[src/rtl/hazard_scoreboard.sv]
// Pipeline hazard scoreboard: load-use/RAW stall, branch flush and EX forwarding selects.
// Optional macro HAZARD_FWD_EN enables forwarding; without it a full RAW interlock is used.
module hazard_scoreboard #(
    parameter int NSTAGE   = 3,
    parameter int BR_STAGE = 1,
    parameter int SELW     = 2
) (
    input  logic            clk,
    input  logic            reset,
    input  logic            id_valid,
    input  logic [4:0]      id_rd,
    input  logic [4:0]      id_rs1,
    input  logic [4:0]      id_rs2,
    input  logic            id_regwrite,
    input  logic            id_memread,
    input  logic            id_rs1_used,
    input  logic            id_rs2_used,
    input  logic            br_taken,
    output logic            pc_en,
    output logic            ifid_en,
    output logic            if_flush,
    output logic            idex_bubble,
    output logic [SELW-1:0] fwd_sel1,
    output logic [SELW-1:0] fwd_sel2,
    output logic [31:0]     stall_cnt,
    output logic [31:0]     flush_cnt
);

    logic [NSTAGE-1:0] valid_r;
    logic [NSTAGE-1:0] regwrite_r;
    logic [NSTAGE-1:0] memread_r;
    logic [4:0]        rd_r [NSTAGE];
    logic [NSTAGE-2:0] match1_s;
    logic [NSTAGE-2:0] match2_s;
    logic              raw_s;
    logic              stall_s;
    logic              load_s;
    logic [31:0]       stall_cnt_r;
    logic [31:0]       flush_cnt_r;
    logic              unused_s;

    function automatic logic entry_match(input logic v, input logic rw, input logic [4:0] rd,
                                         input logic [4:0] src, input logic used);
        return v & rw & used & (rd != 5'd0) & (rd == src);
    endfunction

    // Per-entry RAW comparison against both ID sources; the WB entry needs no check.
    always_comb begin
        match1_s = '0;
        match2_s = '0;
        for (int k = 0; k < NSTAGE - 1; k++) begin
            match1_s[k] = entry_match(valid_r[k], regwrite_r[k], rd_r[k], id_rs1, id_rs1_used);
            match2_s[k] = entry_match(valid_r[k], regwrite_r[k], rd_r[k], id_rs2, id_rs2_used);
        end
    end

`ifdef HAZARD_FWD_EN
    logic [SELW-1:0] sel1_nxt_s;
    logic [SELW-1:0] sel2_nxt_s;
    logic [SELW-1:0] sel1_r;
    logic [SELW-1:0] sel2_r;

    assign raw_s = (match1_s[0] | match2_s[0]) & memread_r[0];

    // Youngest producer wins: scan oldest to youngest so the lowest index is kept.
    always_comb begin
        sel1_nxt_s = '0;
        sel2_nxt_s = '0;
        for (int k = NSTAGE - 2; k >= 0; k--) begin
            if (match1_s[k]) sel1_nxt_s = SELW'(k + 1);
            else             sel1_nxt_s = sel1_nxt_s;
            if (match2_s[k]) sel2_nxt_s = SELW'(k + 1);
            else             sel2_nxt_s = sel2_nxt_s;
        end
        if (!load_s) begin
            sel1_nxt_s = '0;
            sel2_nxt_s = '0;
        end else begin
            sel1_nxt_s = sel1_nxt_s;
            sel2_nxt_s = sel2_nxt_s;
        end
    end

    // Forward selects follow the consumer into EX.
    always_ff @(posedge clk) begin
        if (reset) begin
            sel1_r <= '0;
            sel2_r <= '0;
        end else begin
            sel1_r <= sel1_nxt_s;
            sel2_r <= sel2_nxt_s;
        end
    end

    assign fwd_sel1 = sel1_r;
    assign fwd_sel2 = sel2_r;
`else
    assign raw_s    = |(match1_s | match2_s);
    assign fwd_sel1 = '0;
    assign fwd_sel2 = '0;
`endif

    // A taken branch overrides any stall; reset masks both.
    assign stall_s = raw_s & id_valid & ~br_taken & ~reset;
    assign load_s  = id_valid & ~stall_s & ~br_taken;

    // Scoreboard shift; wrong-path entries younger than the branch are squashed.
    always_ff @(posedge clk) begin
        if (reset) begin
            valid_r    <= '0;
            regwrite_r <= '0;
            memread_r  <= '0;
            for (int k = 0; k < NSTAGE; k++) rd_r[k] <= 5'd0;
        end else begin
            valid_r[0]    <= load_s;
            regwrite_r[0] <= load_s & id_regwrite;
            memread_r[0]  <= load_s & id_memread;
            rd_r[0]       <= load_s ? id_rd : 5'd0;
            for (int k = 0; k < NSTAGE - 1; k++) begin
                valid_r[k+1]    <= valid_r[k] & ~(br_taken & (k < BR_STAGE));
                regwrite_r[k+1] <= regwrite_r[k];
                memread_r[k+1]  <= memread_r[k];
                rd_r[k+1]       <= rd_r[k];
            end
        end
    end

    // Saturating event counters.
    always_ff @(posedge clk) begin
        if (reset) begin
            stall_cnt_r <= 32'd0;
            flush_cnt_r <= 32'd0;
        end else begin
            if (stall_s && (stall_cnt_r != 32'hFFFF_FFFF)) stall_cnt_r <= stall_cnt_r + 32'd1;
            else                                            stall_cnt_r <= stall_cnt_r;
            if (br_taken && (flush_cnt_r != 32'hFFFF_FFFF)) flush_cnt_r <= flush_cnt_r + 32'd1;
            else                                             flush_cnt_r <= flush_cnt_r;
        end
    end

    assign pc_en       = ~stall_s;
    assign ifid_en     = ~stall_s;
    assign if_flush    = br_taken & ~reset;
    assign idex_bubble = reset | stall_s | br_taken;
    assign stall_cnt   = stall_cnt_r;
    assign flush_cnt   = flush_cnt_r;

    assign unused_s = ^{memread_r, valid_r[NSTAGE-1], regwrite_r[NSTAGE-1], rd_r[NSTAGE-1]};

endmodule

[config.mk]
export PLATFORM = sky130hd
export DESIGN_NAME = hazard_scoreboard
export DESIGN_NICKNAME = d
export VERILOG_FILES = /design/src/rtl/hazard_scoreboard.sv
export SDC_FILE = /design/constraint.sdc
export NUM_CORES = 1
export LEC_CHECK = 0
export BUFFER_PORTS_ARGS = -buffer_cell sky130_fd_sc_hd__buf_2
export CAP_MARGIN = 15
export CORE_ASPECT_RATIO = 0.75
export CORE_MARGIN = 2
export CORE_UTILIZATION = 40
export CTS_CLUSTER_SIZE = 28
export DETAILED_ROUTE_END_ITERATION = 6
export GPL_TIMING_DRIVEN = 0
export PLACE_DENSITY = 0.72
export SYNTH_ARGS = -nofsm -noshare
export SYNTH_HDL_FRONTEND = slang
export SYNTH_SLANG_ARGS = --single-unit
[constraint.sdc]
create_clock -name clk -period 2.4 [get_ports clk]
set_input_delay 0.72 -clock clk [delete_from_list [all_inputs] [get_ports clk]]
set_output_delay 0.72 -clock clk [all_outputs]
set_load 0.01 [all_outputs]
* After elaboration in Yosys (flattened, before gate mapping) *
Memory sizes are Yosys's and may differ from the RTL's.
Index checks and enable logic that the tools add are counted.

storage, ports and cells
  register bits = 68
  bits in latches = 0
  RAM bits = 15
  ROM bits = 0
  bits of input ports = 23
  output and inout port bits = 72
  logic and storage cells = 56
  memories kept = 1

operators by class
  add/subtract/negate cells = 2
  $mul = 0
  div/mod/pow operators = 0
  magnitude comparators = 0
  equality and inequality tests = 6
  shifts and indexed selects = 0
  mux-type cells = 7
  bitwise logic cells = 31
  reduce and logical (&&, ||, !) cells = 5

memory list
  memory  words  width  read ports  clocked after Yosys merged registers in  wr ports  line  text
  rd_r    3      5      2           0                                        3         32    logic [4:0] rd_r [NSTAGE];

operator list
  operator                                        count
  adder 32 x 1 -> 32 bit (second input constant)  2
  != test 32 bit (second input constant)          2
  AND 1 bit                                       22
  == test 5 bit                                   4
  two-way mux 5 bit                               4
  nonzero test 5 bit                              2
  bitwise OR 1 bit                                5
  two-way mux 1 bit                               3
  NOT 1 bit                                       3
  logical AND 1 bit                               2
  bitwise OR 2 bit                                1
  OR reduction 2 bit                              1

* Depth between registers and ports, before layout *
Gate-level depths: netlist of run 1.

  depth after elaboration = 14
  mapped depth = 9

* Least setup slack after synthesis of run 1 *
Ideal clock, no wire load.

  path type = input to output
  start = input id_rs1[1]
  end = output pc_en
  arrival time = 1.891 ns
  path slack = -0.211 ns
  stages = 6
  buffers on the path = 1
  cells stage by stage = xnor2_1 -> nand4_1 -> o22ai_1 -> a22o_1 -> nand2_1 -> buf_4

between the ends
  word-level cells in the longest chain between the ends = 8
  elaborated cells on any way between the ends = 10
  those cells by class = eq/ne: 2; bitwise: 7; reduce/logical: 1

ends and longest elaborated chain
  what                         line  text
  from (decl)                  12    input logic [4:0] id_rs1,
  == test 5 bit                44    return v & rw & used & (rd != 5'd0) & (rd == src);
  AND 1 bit                    44
  bitwise OR 2 bit (*)         98    assign raw_s = |(match1_s | match2_s);
  OR reduction 2 bit (*)       98
  AND 1 bit (*) (3 in series)  104   assign stall_s = raw_s & id_valid & ~br_taken & ~reset;
  NOT 1 bit (*)                --
  to (decl)                    19    output logic pc_en,

Mark *: on every way between the ends. The rest lies on a longest branch, timed or not.

==> flow_summary.ini, run 1 <==
[grt]
grt_overflow = 0
antenna_found_initial = 0
grt_pass1_vias = 3536
grt_pass1_wl_mm = 17.38
grt_max_degree = 15
grtUsageTotal = 0.1980

[layout]
n_antenna_cell = 0
drive_above_1_share = 0.3144
fin_area_mm2 = 0.005466
area_growth_pct = 34.02
nets = 618

[power]
power_mw = 2.984
power_density_mw_per_mm2 = 545.9
p_leak_nw = 2.317
irDropWorstVdd_v = 0.0003760

[detailed_routing]
post_drt_wl_per_cell_um = 15.65
first_iter_violations = 238
routed_wl_mm = 11.43
drt-pass1-iter-count = 4
via_per_inst = 5.374
ant_nets = 0
routed-via-count = 3923
route.detailed.drc = 0

[status]
violations = setup timing
outcome = finished with violations

[synthesis]
synth_edf_count = 0
yosysUniqueCellTypes = 46
yosys.area.top_type_share = 0.3828
synthTopCellsByCount = dfxtp_1 (78), nor2_1 (57), nand4_1 (35), nand2_1 (33)
syn_area_mm2 = 0.004079
synth_top_area_cell = dfxtp_1
synthFlopType = dfxtp_1
synth_cells = 470
synth_seq_area_share = 0.3828
ys_warn_count = 0
postSynthAreaPerCell_um2 = 8.679
async_flop_share = 0
ys_seq_elements = 78
synth.area.top_cells = dfxtp_1 (38%), xor2_1 (5.8%), mux2_1 (5.5%)
synth.most_common_cell = dfxtp_1

[worst_setup_path]
crit_start = rd_r[0][0]
crit_type = reg2out
cp-start-kind = flop
cp_max_fo = 3
reg2reg_depth = 8
worstPathRequired_ns = 1.68
cp-end-kind = primary output
rr_startpoint = rd_r[0][6]
r2r_end = stall_cnt[6]
arrival_ns = 1.92
endpoint = pc_en
reg2reg_slack_ns = 0.04

[sta]
finalMaxSlewViolations = 0
fin_crit_ns = 2.635
slew_headroom = 0.5848
skew_ns = 0.01142
whs_ns = 0.4872
fmax_ghz = 0.3795
worst_pin_slew_ns = 0.6176
finalCritPeriodShare = 1.098
setup_viol = 3
setup_tns_ns = -0.6234
worst_slack_ns = -0.2352
finalHoldViolCount = 0
rsz0062_at_grt = yes

[die]
core_area_mm2 = 0.009774
dieArea_mm2 = 0.01103
ios = 95
start_util = 0.4173
die_h_um = 91.45
die_w_um = 120.6
row_count = 31

[clocking]
cts_root_buf = clkbuf_16
htreeDepth = 3
cts_buffer_depth = 2
cts_tree = yes
hold_buffers = 0
insertion_delay_ns = 0.35
numCtsBuffers = 9
clkTransAtPathRegs_ns = 0.06
cts.sinks = 78

[min_path]
hp-class = reg2reg

[place]
io_buffers = 88
placed_area_mm2 = 0.004720
dp_hpwl_mm = 7.963
gp_congestion = 0.8514

[job]
drv_cap = 0
-- worst min path at each step --
stage | start | to | cells past startpoint
final | regwrite_r[0] | regwrite_r[1] | 1
after floorplan | valid_r[0] | valid_r[1] | 1
after CTS | regwrite_r[0] | regwrite_r[1] | 1
after global routing | regwrite_r[0] | regwrite_r[1] | 1
after detailed placement | valid_r[0] | valid_r[1] | 1
after global placement | valid_r[0] | valid_r[1] | 1
-- flip-flops by register name, indices dropped and copies added, names as in the netlist --
register	cells
rd_r	10
regwrite_r	2
flush_cnt	32
stall_cnt	32
valid_r	2
-- report_power, final --
part           switching [mW]  total (mW)  internal [mW]
registers             0.00942        1.31           1.30
logic                  0.0904       0.156         0.0661
clock network           0.571        1.52          0.946
total                   0.671        2.98           2.31
-- cell families after synthesis --
logic type,count (synthesis),share of synthesized area
multiplexers,21,0.05767
AO/OA/AOI/OAI,37,0.06565
other,1,0.0009194
AND/OR/NAND/NOR,253,0.3402
adder cells (fa/ha/maj),2,0.006134
XOR/XNOR,50,0.1074
flip-flops,78,0.3828
buffers and inverters,28,0.03926
-- critical path: stages, from the launching register on --
cell and delay [ns]:
dfxtp_4 0.33, or3_4 0.38, o311a_4 0.33, a22o_4 0.29, nand2_4 0.08, buf_6 0.09
buf_6 0.08
-- cells in the final DEF, fill, tap and decap left out, drive strengths merged, types with 3 or more instances in the layout --
cell type / Yosys / routed
dfxtp: 78 / 78
a21o: 5 / 5
and4: 7 / 7
nand4: 36 / 36
and2: 9 / 9
nor2: 58 / 58
nand3: 22 / 22
xor2: 27 / 27
nand2b: 4 / 4
nor4b: 3 / 3
clkbuf: 13 / 24
nor4: 11 / 11
nor3: 11 / 11
mux2: 20 / 20
o21ai: 4 / 4
and3: 15 / 15
nand2: 33 / 33
or4: 5 / 5
conb: 1 / 4
or3: 9 / 9
o31ai: 3 / 3
a21oi: 15 / 15
buf: 13 / 120
xnor2: 23 / 23
nor2b: 27 / 27
inv: 2 / 4
-- stage by stage --
step / util / cells / worst slack, ns
after floorplan: - / 473 / -0.004581
after global placement: 0.4828 / 693 / -0.4951
after detailed placement: 0.4828 / 693 / -0.5036
after CTS: 0.5266 / 715 / -0.2694
after global routing: 0.5593 / 730 / -0.2843
final: 0.5593 / 730 / -0.2352
-- layout make-up --
class                      instances  area [um2]
timing repair buffer             108       610.6
clock buffer                      10       239.0
fill                             896        4308
multi-input combinational        368        2608
sequential                        78        1575
inverter                           2       7.507
tap                              132       165.2
buffer                            26       168.9
clock inverter                     6       92.59
-- metal layers --
metal | vias up | track usage | share of wire
met2 | 123 | 0.2957 | 0.45
met4 | 0 | 0.07558 | 0.015
met1 | 1877 | 0.2748 | 0.47
met3 | 14 | 0.04774 | 0.061
li1 | 1909 | - | -
met5 | - | 0 | 0
-- timing repair --
item | in CTS | in global routing
gates cloned | 0 | 3
setup endpoints to repair | 36 | 46
buffers inserted | 6 | 12
resized for setup | 15 | 44
pin swaps | 3 | 14
Note: power is estimated with default switching activity, not from simulation.
==> run 2, diff against run 1 <==
--- a/config.mk
+++ b/config.mk
@@ -13,6 +13,7 @@
 export CTS_CLUSTER_SIZE = 28
 export DETAILED_ROUTE_END_ITERATION = 6
 export GPL_TIMING_DRIVEN = 0
+export MAX_ROUTING_LAYER = met4
 export PLACE_DENSITY = 0.72
 export SYNTH_ARGS = -nofsm -noshare
 export SYNTH_HDL_FRONTEND = slang
==> flow_summary.ini, run 2 (synthesized netlist as in run 1, its figures left out) <==
[detailed_routing]
routed_wl_mm = 11.45
routed-via-count = 3924
route.detailed.drc = 0
drt-pass1-iter-count = 4
first_iter_violations = 253
post_drt_wl_per_cell_um = 15.68
ant_nets = 0
via_per_inst = 5.375

[worst_setup_path]
crit_buf_inv = 2
cp-start-kind = flop
rr_startpoint = rd_r[0][6]
reg2reg_slack_ns = 0.04
cpMostUsedCell = buf_6
crit_path_top_delay_cell = or3_4
cp-end-kind = primary output
path_cells = or3_4, o311a_4, a22o_4, nand2_4, buf_6, buf_6
cp_max_fo = 3
cp_top_family = compound AO/OA/AOI/OAI gates
arrival_ns = 1.91
r2r_end = stall_cnt[6]
reg2reg_depth = 8
crit_type = reg2out
worstPathRequired_ns = 1.68
max_stage_delay_ns = 0.38

[grt]
grt_pass1_vias = 3530
antenna_found_initial = 0
grt_pass1_wl_mm = 17.38
grt_max_degree = 15
grtUsageTotal = 0.2041
grt_overflow = 0

[sta]
setup_tns_ns = -0.6215
finalHoldViolCount = 0
setup_viol = 3
skew_ns = 0.01148
finalCritPeriodShare = 1.098
slew_headroom = 0.5834
fin_crit_ns = 2.635
rsz0062_at_grt = yes
worst_slack_ns = -0.2346
fmax_ghz = 0.3796
finalMaxSlewViolations = 0
whs_ns = 0.4867
worst_pin_slew_ns = 0.6197

[layout]
fillers = 896
drive_above_1_share = 0.3144
final_cell_mix = buf_2 (87), dfxtp_1 (71), nor2_1 (56)
nets = 618
register_area_mm2 = 0.001575
area_growth_pct = 34.02
n_antenna_cell = 0
multiInputGateArea_mm2 = 0.002608
mostFrequentLayoutCell = buf_2

[clocking]
cts.sinks = 78
cts_tree = yes
insertion_delay_ns = 0.35
clkTransAtPathRegs_ns = 0.06
htreeDepth = 3
numCtsBuffers = 9
cts_buffer_depth = 2
hold_buffers = 0
cts_root_buf = clkbuf_16

[place]
dp_hpwl_mm = 7.963
io_buffers = 88
gp_congestion = 0.8649

[die]
start_util = 0.4173
die_w_um = 120.6
dieArea_mm2 = 0.01103
die_h_um = 91.45
ios = 95
row_count = 31
core_area_mm2 = 0.009774

[status]
violations = setup timing
outcome = finished with violations

[power]
p_leak_nw = 2.317
irDropWorstVdd_v = 0.0003766
power_mw = 2.983
power_density_mw_per_mm2 = 545.8

[job]
drv_cap = 0

[min_path]
worstHoldStart = regwrite_r[0]
holdPathStages = 1
hp-class = reg2reg
hold_end = regwrite_r[1]
## run 2: cell counts in the layout (fill, tap and decap cells not counted)
No cell type changed its count.
## run 2: worst reg2reg max path, cell delays in order, from the launching register on
cell	delay, ns
dfxtp_2	0.32
or3_4	0.37
o311a_1	0.37
buf_4	0.15
and2_4	0.17
a32oi_4	0.30
buf_6	0.20
nor4_1	0.06
mux2_1	0.32
## run 2: per-layer routing
layer / vias to the layer above / share of wire / wire (um) / track usage
met5: - / 0 / 0 / -
met3: 12 / 0.063 / 718 / 0.05339
met2: 123 / 0.45 / 5184 / 0.2957
li1: 1911 / - / - / -
met1: 1878 / 0.47 / 5398 / 0.2760
met4: 0 / 0.013 / 144 / 0.06686
## run 2: worst max-delay path by stage
| stage | start | endpoint | slack [ns] | depth (start not counted) |
|---|---|---|---|---|
| after global routing | rd_r[0][0] | pc_en | -0.29 | 8 |
| after CTS | rd_r[0][0] | idex_bubble | -0.27 | 6 |
| final | rd_r[0][0] | pc_en | -0.23 | 6 |
| after floorplan | id_rs1[1] | pc_en | -0.005 | 6 |
| after global placement | reset | if_flush | -0.50 | 5 |
| after detailed placement | reset | if_flush | -0.50 | 5 |
## run 2: what timing repair did
action | in CTS | in global routing
gates cloned | 0 | 3
endpoints found under the hold margin | 0 | 0
resized for setup | 15 | 44
pin swaps | 3 | 14
setup buffers | 6 | 12
endpoints found under the setup margin | 36 | 46
## run 2: area by class of cell
type,instances,area share
Buffer,26,0.03090
Clock buffer,10,0.04372
Clock inverter,6,0.01694
Inverter,2,0.001373
Multi-Input combinational cell,368,0.4770
Sequential cell,78,0.2882
Tap cell,132,0.03021
Timing Repair Buffer,108,0.1117
## run 2: power by group
part	switching (mW)	total (mW)	leakage, nW	internal, mW
clock	0.570	1.52	0.156	0.946
sequential	0.00942	1.31	0.633	1.30
combinational	0.0903	0.156	1.53	0.0661
total	0.670	2.98	2.32	2.31
## run 2: through the flow
stage	instances	util	instance area, um2	setup slack (ns)
after floorplan	473	-	4114	-0.004581
after global placement	693	0.4828	4720	-0.4951
after detailed placement	693	0.4828	4720	-0.5036
after CTS	715	0.5266	5147	-0.2694
after global routing	730	0.5593	5466	-0.2873
final	730	0.5593	5466	-0.2346
==> run 3, diff against run 2 <==
==> config.mk (replaced) <==
export PLATFORM = sky130hd
export DESIGN_NAME = hazard_scoreboard
export DESIGN_NICKNAME = d
export VERILOG_FILES = /design/src/rtl/hazard_scoreboard.sv
export SDC_FILE = /design/constraint.sdc
export NUM_CORES = 1
export LEC_CHECK = 0
export CAP_MARGIN = 15
export CORE_ASPECT_RATIO = 0.75
export CORE_MARGIN = 2
export CORE_UTILIZATION = 40
export CTS_CLUSTER_SIZE = 28
export DETAILED_ROUTE_END_ITERATION = 6
export DONT_BUFFER_PORTS = 1
export GPL_TIMING_DRIVEN = 0
export MAX_ROUTING_LAYER = met4
export PLACE_DENSITY = 0.63
export SYNTH_ARGS = -nofsm -noshare
export SYNTH_HDL_FRONTEND = slang
export SYNTH_SLANG_ARGS = --single-unit
==> flow_summary.ini, run 3 (synthesized netlist as in run 1, its figures left out) <==
[detailed_routing]
routed-via-count = 3604
drt-pass1-iter-count = 5
post_drt_wl_per_cell_um = 17.37
ant_nets = 0
via_per_inst = 5.640
first_iter_violations = 280
routed_wl_mm = 11.10
route.detailed.drc = 0

[place]
gp_congestion = 0.8603
pre_cts_slack_ns = -0.4306
dp_hpwl_mm = 7.814
io_buffers = 0

[worst_setup_path]
cp_max_fo = 3
cp-end-kind = primary output
crit_type = reg2out
rr_startpoint = rd_r[0][7]
r2r_end = stall_cnt[8]
reg2reg_slack_ns = 0.04
crit_start = rd_r[0][7]
cp-start-kind = flop
reg2reg_depth = 9
worstPathRequired_ns = 1.68
arrival_ns = 1.84

[sta]
finalHoldViolCount = 0
slew_headroom = 0.5424
finalCritPeriodShare = 1.067
fin_crit_ns = 2.562
setup_viol = 3
rsz0062_at_grt = yes
finalMaxSlewViolations = 0
worst_pin_slew_ns = 0.6807
worst_slack_ns = -0.1616
fmax_ghz = 0.3904
skew_ns = 0.008085

[die]
die_h_um = 91.45
die_w_um = 120.6
start_util = 0.4173
dieArea_mm2 = 0.01103
core_area_mm2 = 0.009774
ios = 95
row_count = 31

[grt]
antenna_found_initial = 0
grtUsageTotal = 0.2034
grt_pass1_wl_mm = 17.37
grt_max_degree = 14
grt_overflow = 0
grt_pass1_vias = 3362

[clocking]
numCtsBuffers = 9
cts.sinks = 78
insertion_delay_ns = 0.33
clkTransAtPathRegs_ns = 0.06
cts_root_buf = clkbuf_16
cts_buffer_depth = 2
cts_tree = yes
htreeDepth = 3
hold_buffers = 0

[power]
p_sw_frac = 0.2166
combPwrFrac = 0.040
power_frac_seq = 0.466
p_leak_nw = 1.863
power_frac_clock = 0.494
power_density_mw_per_mm2 = 550.2
p_sw_mw = 0.6101
irDropWorstVdd_v = 0.0003389
internal-power_mw = 2.206

[layout]
n_antenna_cell = 0
final_core_util = 0.5237
area_growth_pct = 25.49
final_cell_mix = nor2_1 (55), dfxtp_1 (54), nand4_1 (35)
nets = 527
fillers = 897
drive_above_1_share = 0.2525
mostFrequentLayoutCell = nor2_1

[status]
outcome = finished with violations
violations = setup timing

[min_path]
worstHoldStart = valid_r[0]
hold_end = valid_r[1]
hp-class = reg2reg
holdPathStages = 1

[job]
drv_cap = 0
-- run 3: cell types whose count changed in the layout (fill, tap and decap cells not counted), moves of 3 or more --
cell	delta
buf_2	-87
buf_6	-4
buf_8	+3
dfxtp_1	-17
dfxtp_2	+16
mux2_1	-9
mux2_4	+9
nor3_1	-7
nor3_4	+7
-- run 3: cell type report --
class                      instances  area (um2)  area share
tap                              132       165.2     0.03227
timing repair buffer              19       166.4     0.03251
inverter                           2       7.507    0.001467
multi-input combinational        367        2694      0.5263
buffer                            25       176.4     0.03447
sequential                        78        1599      0.3124
clock inverter                     5       57.56     0.01124
clock buffer                      11       252.7     0.04938
-- run 3: critical path: stages, from the launching register on --
cell and delay (ns):
dfxtp_2 0.33, or3_1 0.38, o311a_1 0.37, a22o_4 0.25, nand2_4 0.08, buf_6 0.10
-- run 3: power by group through the flow --
stage          clock network, mW  registers, mW  logic (mW)
2_1_floorplan                  0           1.34      0.0829
3_3_place_gp                   0           1.34       0.102
3_5_place_dp                   0           1.34       0.106
4_1_cts                     1.43           1.31       0.111
5_1_grt                     1.48           1.31       0.126
6_report                    1.39           1.31       0.112
-- run 3: through the flow --
step	total power, mW	TNS, ns	cell area [um2]	std cells	hold slack [ns]
6_report	2.817	-0.3531	5119	639	0.4810
2_1_floorplan	1.424	-0.004581	4114	473	0.4304
3_3_place_gp	1.446	-7.118	4279	605	0.4479
3_5_place_dp	1.451	-7.356	4279	605	0.4445
4_1_cts	2.854	-0.4514	4695	626	0.4818
5_1_grt	2.921	-0.5683	5119	639	0.4958
-- run 3: how the worst max path moves through the flow --
| stage | endpoint | slack [ns] |
|---|---|---|
| floorplan | pc_en | -0.005 |
| global placement | if_flush | -0.38 |
| detailed placement | if_flush | -0.43 |
| CTS | pc_en | -0.19 |
| global route | pc_en | -0.22 |
| finish | pc_en | -0.16 |
-- run 3: repair_timing --
item                                    4_1_cts  5_1_grt
endpoints found under the setup margin       41       57
gates resized for setup                      19       82
endpoints found under the hold margin         0        0
pin swaps                                     5       21
setup buffers                                 5       12
gates cloned                                  0        2
-- run 3: routing by layer --
| layer | wire, um | part of all wire | vias up | GRT usage |
|---|---|---|---|---|
| met4 | 127 | 0.011 | 0 | 0.06008 |
| met5 | 0 | 0 | - | - |
| met2 | 4883 | 0.44 | 112 | 0.2886 |
| met3 | 827 | 0.075 | 13 | 0.07035 |
| li1 | - | - | 1731 | - |
| met1 | 5261 | 0.47 | 1748 | 0.2721 |
